## config.mk

```make
export PLATFORM = sky130hd
export DESIGN_NAME = counter_bus_host
export DESIGN_NICKNAME = d
export VERILOG_FILES = /design/src/rtl/counter_bus_pkg.sv /design/src/rtl/counter_bus_host.sv
export SDC_FILE = /design/constraint.sdc
export NUM_CORES = 1
export LEC_CHECK = 0
export CAP_MARGIN = 30
export CORE_MARGIN = 2
export CORE_UTILIZATION = 37
export DETAILED_ROUTE_END_ITERATION = 10
export PLACE_DENSITY = 0.71
export SLEW_MARGIN = 10
export SYNTH_ARGS = -nofsm -noshare
export SYNTH_HDL_FRONTEND = slang
export SYNTH_SLANG_ARGS = --single-unit
```

## constraint.sdc

```tcl
create_clock -name clk -period 2 [get_ports clk]
set_clock_uncertainty 0.15 [all_clocks]
set_input_delay 0.4 -clock clk [delete_from_list [all_inputs] [get_ports clk]]
set_output_delay 0.4 -clock clk [all_outputs]
set_load 0.01 [all_outputs]
```

## src/rtl/counter_bus_pkg.sv

```systemverilog
// Shared types for the counter bus host: command opcodes, FSM states, default width.
package counter_bus_pkg;

    localparam int unsigned DEF_WIDTH = 8;

    typedef enum logic [1:0] {
        OP_LOAD       = 2'b00,
        OP_COUNT_UP   = 2'b01,
        OP_COUNT_DOWN = 2'b10,
        OP_READ       = 2'b11
    } op_e;

    typedef enum logic [2:0] {
        ST_IDLE    = 3'd0,
        ST_DRIVE   = 3'd1,
        ST_COUNT   = 3'd2,
        ST_READ_OE = 3'd3,
        ST_RSP     = 3'd4
    } state_e;

endpackage

```

## src/rtl/counter_bus_host.sv

```systemverilog
// Command sequencer for the up/down counter macro and its shared bidirectional bus.
// All outputs are registered, decoded from the next state so they line up with it.
module counter_bus_host
    import counter_bus_pkg::*;
#(
    parameter int unsigned WIDTH      = DEF_WIDTH,
    parameter int unsigned SAMPLE_DLY = 2
) (
    input  logic             clk,
    input  logic             reset,
    input  logic             cmd_valid,
    output logic             cmd_ready,
    input  logic [1:0]       cmd_op,
    input  logic [WIDTH-1:0] cmd_data,
    output logic             rsp_valid,
    input  logic             rsp_ready,
    output logic [WIDTH-1:0] rsp_data,
    output logic             cnt_en,
    output logic             cnt_load,
    output logic             cnt_up,
    output logic             cnt_oe,
    output logic [WIDTH-1:0] bus_out,
    output logic [WIDTH-1:0] bus_oe,
    input  logic [WIDTH-1:0] bus_in
);

    localparam int unsigned DLY_W = (SAMPLE_DLY > 1) ? $clog2(SAMPLE_DLY) : 1;

    state_e           state, state_n;
    logic [WIDTH-1:0] remain, remain_n;
    logic [DLY_W-1:0] dly, dly_n;
    logic             dir_n;
    logic [WIDTH-1:0] capture_n;
    logic [WIDTH-1:0] drive_n;

    // Next-state and datapath update
    always_comb begin
        state_n   = state;
        remain_n  = remain;
        dly_n     = dly;
        dir_n     = cnt_up;
        capture_n = rsp_data;
        drive_n   = '0;
        unique case (state)
            ST_IDLE: begin
                if (cmd_valid) begin
                    unique case (op_e'(cmd_op))
                        OP_LOAD: begin
                            state_n = ST_DRIVE;
                            drive_n = cmd_data;
                        end
                        OP_COUNT_UP, OP_COUNT_DOWN: begin
                            if (cmd_data != '0) begin
                                state_n  = ST_COUNT;
                                remain_n = cmd_data;
                                dir_n    = (op_e'(cmd_op) == OP_COUNT_UP);
                            end
                        end
                        OP_READ: begin
                            state_n = ST_READ_OE;
                            dly_n   = DLY_W'(SAMPLE_DLY - 1);
                        end
                        default: ;
                    endcase
                end
            end
            ST_DRIVE: state_n = ST_IDLE;
            ST_COUNT: begin
                // remain includes the current enable cycle
                remain_n = remain - WIDTH'(1);
                if (remain == WIDTH'(1)) begin
                    state_n = ST_IDLE;
                end
            end
            ST_READ_OE: begin
                if (dly == '0) begin
                    state_n   = ST_RSP;
                    capture_n = bus_in;
                end else begin
                    dly_n = dly - DLY_W'(1);
                end
            end
            ST_RSP: begin
                if (rsp_ready) begin
                    state_n = ST_IDLE;
                end
            end
            default: state_n = ST_IDLE;
        endcase
    end

    // State, datapath and registered output decode
    always_ff @(posedge clk) begin
        if (reset) begin
            state     <= ST_IDLE;
            remain    <= '0;
            dly       <= '0;
            cmd_ready <= 1'b1;
            rsp_valid <= 1'b0;
            rsp_data  <= '0;
            cnt_en    <= 1'b0;
            cnt_load  <= 1'b0;
            cnt_up    <= 1'b0;
            cnt_oe    <= 1'b0;
            bus_out   <= '0;
            bus_oe    <= '0;
        end else begin
            state     <= state_n;
            remain    <= remain_n;
            dly       <= dly_n;
            cmd_ready <= (state_n == ST_IDLE);
            rsp_valid <= (state_n == ST_RSP);
            rsp_data  <= capture_n;
            cnt_en    <= (state_n == ST_COUNT);
            cnt_load  <= (state_n == ST_DRIVE);
            cnt_up    <= dir_n;
            cnt_oe    <= (state_n == ST_READ_OE);
            bus_out   <= drive_n;
            bus_oe    <= {WIDTH{state_n == ST_DRIVE}};
        end
    end

endmodule

```

==> results.sh, run 1 <==
export IMPL_status="complete, no violations"
export IMPL_place_inst=288
export IMPL_synth_area_leader_cell="dfxtp_1"
export IMPL_postSynthRegisterBits=34
export IMPL_synth_top_family_by_area="simple AND/OR/NAND/NOR gates"
export IMPL_die_w_um=71.1
export IMPL_place_area_um2=2320
export IMPL_antenna_left=0
export IMPL_rsz0062_at_grt="no"
export IMPL_drcViolationCount=0
export IMPL_p_per_area_nw_per_um2=664
export IMPL_grt_pass1_wl_mm=6.76
export IMPL_synth_xor_area_frac=0
export IMPL_portBuffers=51
export IMPL_worstPathArrival_ns=1.99
export IMPL_register_area_um2=681
export IMPL_synth_seq_area_share=0.409
export IMPL_diodes=0
export IMPL_htree_levels=2
export IMPL_vdd_drop_max_v=0.000350
export IMPL_synth_cells=177
export IMPL_syn2layout_area_growth_pct=47.9
export IMPL_p_int_mw=1.16
export IMPL_crit_path_end_kind="flop"
export IMPL_min_period_ns=1.95
export IMPL_avgSynthCellArea_um2=9.41
export IMPL_max_freq_mhz=513
export IMPL_path_cells="dlygate4sd2_1 > or4_4 > o311ai_4 > a31oi_4 > and4b_1"
export IMPL_slew_headroom=0.706
export IMPL_ios=52
export IMPL_finalMaxSlewViolations=0
export IMPL_globalRouteTotalUtil=0.170
export IMPL_mostFrequentLayoutCells="clkdlybuf4s50_1, dfxtp_1, nand2_1, buf_4, a21oi_1"
export IMPL_crit_fanout=5
export IMPL_dp_hpwl_mm=2.89
export IMPL_synthAdderAreaFrac=0.0376
export IMPL_synthMuxAreaShare=0.0188
export IMPL_synth_area_leaders="dfxtp_1, nand2_1, a21oi_1"
export IMPL_power_share_switching=0.289
export IMPL_ys_types=49
export IMPL_seq_power_share=0.455
export IMPL_hold_viol_final=0
export IMPL_power_total_mw=1.63
export IMPL_wirelength_mm=4.07
export IMPL_dieHeight_um=71.1
export IMPL_synth_nets=204
export IMPL_whs_ns=0.304
export IMPL_yosys_warnings=0
export IMPL_timing_final_crit_share=0.976
export IMPL_core_um2=4350
export IMPL_hold_class="flop to flop"
export IMPL_ff2ff_path_depth=4
export IMPL_start_util=0.382
export IMPL_syn_area_um2=1670
export IMPL_synthFlopType="dfxtp_1"
export IMPL_insertion_delay_ns=0.29
export IMPL_first_iter_violations=84
export IMPL_first_global_vias=1452
export IMPL_final_cell_area_um2=2460
export IMPL_clk_pin_slew_ns=0.07
export IMPL_synth_simple_area_share=0.242
export IMPL_synth_top_area_frac=0.409
export IMPL_overflow=0
export IMPL_dp_slack_ns=-0.470
export IMPL_via_per_inst=5.21
export IMPL_power_leakage_nw=0.986
export IMPL_fin_tns_setup_ns=0
export IMPL_die_area_um2=5050
export IMPL_avgRoutedWirePerCell_um=13.7
export IMPL_multi_input_area_um2=911
export IMPL_synthArstFlopShare=0
export IMPL_setup_viol=0
export IMPL_power_switching_mw=0.473
export IMPL_crit_required_ns=2.04
export IMPL_cts_tree="built"
export IMPL_dr_pass1_iters=4
export IMPL_cts_sinks=34
export IMPL_cts_buffers=5
export IMPL_synth_compound_area_share=0.217
export IMPL_fillCellCount=384
export IMPL_setup_ws_ns=0.0488
export IMPL_layout_commonest_cell="clkdlybuf4s50_1"
export IMPL_critPathKind="primary input to flop"
export IMPL_max_stage_delay_ns=0.60
export IMPL_grt_start_max_net_pins=17
export IMPL_hold_path_depth=2
export IMPL_final_nets=273
export IMPL_synth_edf_count=0
export IMPL_fin_util=0.566
export IMPL_startpoint_type="primary input"
export IMPL_pwr_share_clk=0.295
export IMPL_layoutNonFillerInstCount=298
export IMPL_num_vias=1552
export IMPL_p_comb_frac=0.250
export IMPL_drive_gt1_frac=0.232
export IMPL_gp_congestion=0.843
export IMPL_drv_cap=0
export IMPL_ctsLongestPathBuffers=2
export IMPL_worstMarginPinSlew_ns=0.439
export IMPL_cts_root_buf="clkbuf_8"
export IMPL_fp_row_count=24
export IMPL_antenna_found_initial=0
export IMPL_slowest_stage="or4_4"
## repair_timing
| action | 4_1_cts | 5_1_grt |
|---|---|---|
| pin swaps | 8 | 4 |
| hold buffers | 0 | 0 |
| setup buffers | 1 | 1 |
| endpoints found under the setup margin | 12 | 8 |
| cloned | 1 | 0 |
| gates resized for setup | 13 | 4 |
## routing by layer
| layer | global-route usage | up-vias | wire length [µm] |
|---|---|---|---|
| li1 | - | 767 | - |
| met1 | 0.206 | 712 | 1770 |
| met2 | 0.273 | 66 | 1910 |
| met3 | 0.0670 | 7 | 333 |
| met4 | 0.0650 | 0 | 57 |
| met5 | 0 | - | 0 |
## cell type report
type / count / share of cell area
multi-input combinational: 121 / 0.370
clock inverter: 2 / 0.00407
inverter: 7 / 0.0107
clock buffer: 5 / 0.0279
tap: 52 / 0.0264
timing repair buffer: 77 / 0.285
sequential: 34 / 0.276
## critical path: cells and delay by family
family	cells	cell delay, ns
and+or+nand+nor	2	0.81
buffers and inverters	1	0.26
AOI/OAI and AO/OA	2	0.52
## state kept, by name (all words and copies together) (netlist names), 3 cells and up
| register | cells |
|---|---|
| remain | 8 |
| bus_out | 8 |
| state | 3 |
| rsp_data | 8 |
## cells by family after synthesis
family                     after synthesis
buffers and inverters                   23
AOI/OAI and AO/OA                       42
and+or+nand+nor                         70
muxes                                    3
adders and majority gates                5
DFF                                     34
## synth_stat cells, types with 2 or more instances
cell type and instances:
dfxtp_1 34, nand2_1 27, a21oi_1 15, buf_4 10, and2_1 8, inv_1 7, nor2_1 6, ha_1 5
nand3_1 5, a22o_2 4, clkbuf_1 4, nor3_1 4, a221oi_1 3, a31o_1 3, a211oi_1 2, a32o_1 2
buf_2 2, mux2i_1 2, nand2b_1 2, nand3b_1 2, or4_4 2
## path summary, 6_finish.rpt
path,start,endpoint,slack [ns]
max,cmd_data[7],cnt_en$_SDFF_PP0_,0.05
max reg2reg,state[2]$_SDFF_PP0_,remain[5]$_SDFFE_PP0P_,0.22
min reg2reg,rsp_data[4]$_SDFFE_PP0P_,rsp_data[4]$_SDFFE_PP0P_,0.30
min,rsp_data[4]$_SDFFE_PP0P_,rsp_data[4]$_SDFFE_PP0P_,0.30
## power groups by stage
stage	registers, mW	clock network [mW]	logic (mW)
2_1_floorplan	0.755	0	0.225
3_3_place_gp	0.757	0	0.384
3_5_place_dp	0.757	0	0.386
4_1_cts	0.742	0.493	0.401
5_1_grt	0.748	0.524	0.445
6_report	0.743	0.483	0.408
Note: power is estimated with default switching activity, not from simulation.
==> inputs of run 2 (changes only) <==
--- a/config.mk
+++ b/config.mk
@@ -9,7 +9,7 @@
 export CORE_MARGIN = 2
 export CORE_UTILIZATION = 37
 export DETAILED_ROUTE_END_ITERATION = 10
-export PLACE_DENSITY = 0.71
+export PLACE_DENSITY = 0.73
 export SLEW_MARGIN = 10
 export SYNTH_ARGS = -nofsm -noshare
 export SYNTH_HDL_FRONTEND = slang
==> constraint.sdc (replaced) <==
create_clock -name clk -period 1.6 [get_ports clk]
set_clock_uncertainty 0.15 [all_clocks]
set_input_delay 0.32 -clock clk [delete_from_list [all_inputs] [get_ports clk]]
set_output_delay 0.32 -clock clk [all_outputs]
set_load 0.01 [all_outputs]
==> results.sh, run 2 (synthesized netlist as in run 1, its figures left out) <==
export IMPL_die_w_um=71.1
export IMPL_place_inst=298
export IMPL_clk_pin_slew_ns=0.07
export IMPL_startpoint_type="flop"
export IMPL_insertion_delay_ns=0.28
export IMPL_rsz0062_at_grt="yes"
export IMPL_via_per_inst=5.07
export IMPL_die_area_um2=5050
export IMPL_power_total_mw=2.17
export IMPL_hold_class="primary input to flop"
export IMPL_globalRouteTotalUtil=0.171
export IMPL_dieHeight_um=71.1
export IMPL_met2_wirelength_mm=2.09
export IMPL_antenna_found_initial=0
export IMPL_met3WireLength_um=278
export IMPL_final_cell_area_um2=2700
export IMPL_crit_path_end_kind="flop"
export IMPL_ff2ff_path_depth=4
export IMPL_antenna_left=0
export IMPL_mostFrequentLayoutCells="buf_4, dfxtp_1, nand2_1, dlygate4sd2_1, a21oi_1"
export IMPL_hold_viol_final=0
export IMPL_core_um2=4350
export IMPL_cp_depth=4
export IMPL_place_area_um2=2400
export IMPL_top_regs="bus_out x8, remain x8, rsp_data x8"
export IMPL_critPathBufInv=1
export IMPL_power_leakage_nw=1.35
export IMPL_layoutNonFillerInstCount=315
export IMPL_violations="negative setup slack"
export IMPL_cts_buffers=5
export IMPL_gp_congestion=0.893
export IMPL_diodes=0
export IMPL_finalMaxSlewViolations=0
export IMPL_setup_viol=10
export IMPL_first_global_vias=1521
export IMPL_drcViolationCount=0
export IMPL_fillCellCount=380
export IMPL_wl_met1_mm=1.85
export IMPL_slowest_stage="or3b_4"
export IMPL_layout_commonest_cell="buf_4"
export IMPL_fin_util=0.621
export IMPL_dr_pass1_iters=4
export IMPL_path_delay_family="compound AO/OA/AOI/OAI gates"
export IMPL_avgRoutedWirePerCell_um=13.6
export IMPL_grt_start_max_net_pins=11
export IMPL_cts_tree="built"
export IMPL_crit_fanout=7
export IMPL_critPathKind="flop to flop"
export IMPL_path_cells="or3b_4 > buf_6 > a22o_2 > a31o_1"
export IMPL_grt_pass1_wl_mm=6.84
export IMPL_vdd_drop_max_v=0.000475
export IMPL_hold_path_depth=2
export IMPL_num_vias=1596
export IMPL_top_layer="met4"
export IMPL_start_util=0.382
export IMPL_register_area_um2=693
export IMPL_crit_required_ns=1.63
export IMPL_overflow=0
export IMPL_status="finished with violations"
export IMPL_wirelength_mm=4.28
export IMPL_worstMarginPinSlew_ns=0.340
export IMPL_syn2layout_area_growth_pct=62.3
export IMPL_cts_sinks=34
export IMPL_ctsLongestPathBuffers=2
export IMPL_fp_row_count=24
export IMPL_timing_final_crit_share=1.05
export IMPL_setup_ws_ns=-0.0793
export IMPL_slew_headroom=0.773
export IMPL_final_nets=289
export IMPL_dp_hpwl_mm=2.89
export IMPL_ios=52
export IMPL_cts_root_buf="clkbuf_8"
export IMPL_whs_ns=0.0870
export IMPL_first_iter_violations=45
export IMPL_min_period_ns=1.68
export IMPL_hold_buffers=0
export IMPL_max_stage_delay_ns=0.43
export IMPL_multi_input_area_um2=983
export IMPL_worstPathArrival_ns=1.71
export IMPL_drv_cap=0
export IMPL_p_per_area_nw_per_um2=803
export IMPL_portBuffers=51
export IMPL_max_freq_mhz=595
export IMPL_drive_gt1_frac=0.365
export IMPL_htree_levels=2
run 2: cell count changes in the layout (fill, tap and decap cells not counted), sizes merged:
cell,before,now
dlymetal6s2s,2,11
buf,26,49
clkdlybuf4s50,41,10
clkdlybuf4s15,0,2
clkbuf,5,7
dlygate4sd2,8,21
clkinv,2,1
run 2: final cells by class:
type,count,area share
Clock buffer,7,0.0319
Timing Repair Buffer,93,0.312
Inverter,7,0.00972
Clock inverter,1,0.00185
Tap cell,52,0.0241
Sequential cell,34,0.256
Multi-Input combinational cell,121,0.364
run 2: timing repair:
item / in CTS / in global routing
pin swaps: 20 / 16
gates cloned: 1 / 0
setup endpoints to repair: 37 / 30
buffers inserted: 4 / 4
resized for setup: 83 / 21
run 2: power by group:
group	internal, mW	switching (mW)	leakage (nW)	total (mW)
clock	0.347	0.306	0.0482	0.653
combinational	0.320	0.271	1.03	0.591
sequential	0.888	0.0384	0.279	0.927
run 2: per-layer routing:
| metal | vias to the layer above | global-route usage |
|---|---|---|
| met3 | 6 | 0.0499 |
| met1 | 752 | 0.203 |
| met4 | 0 | 0.0713 |
| met5 | - | 0 |
| met2 | 47 | 0.288 |
| li1 | 791 | - |
run 2: worst reg2reg max path, delay by kind of cell, from the launching register on:
kind | cells | cell delay, ns
compound gates | 2 | 0.46
buf+inv | 1 | 0.15
flops | 1 | 0.38
simple gates | 1 | 0.43
run 2: path summary, 6_finish.rpt:
path | to | slack [ns] | from
worst max-delay path | remain[6]$_SDFFE_PP0P_ | -0.08 | state[0]$_SDFF_PP0_
worst min-delay path | bus_out[1]$_SDFF_PP0_ | 0.09 | cmd_data[1]
worst min register to register | rsp_data[3]$_SDFFE_PP0P_ | 0.30 | rsp_data[3]$_SDFFE_PP0P_
worst max register to register | remain[6]$_SDFFE_PP0P_ | -0.08 | state[0]$_SDFF_PP0_
run 2: per-stage QoR:
stage	worst slack [ns]	TNS, ns
finish	-0.0793	-0.421
global route	-0.125	-0.961
CTS	-0.0936	-0.446
detailed placement	-0.814	-12.49
global placement	-0.752	-11.83
floorplan	-0.211	-1.70
==> inputs of run 3 (changes only) <==
--- a/config.mk
+++ b/config.mk
@@ -5,6 +5,7 @@
 export SDC_FILE = /design/constraint.sdc
 export NUM_CORES = 1
 export LEC_CHECK = 0
+export ABC_CLOCK_PERIOD_IN_PS = 1600
 export CAP_MARGIN = 30
 export CORE_MARGIN = 2
 export CORE_UTILIZATION = 37
==> results of run 3 <==
Same layout as run 2: the final DEF is identical, and so are final timing and power.
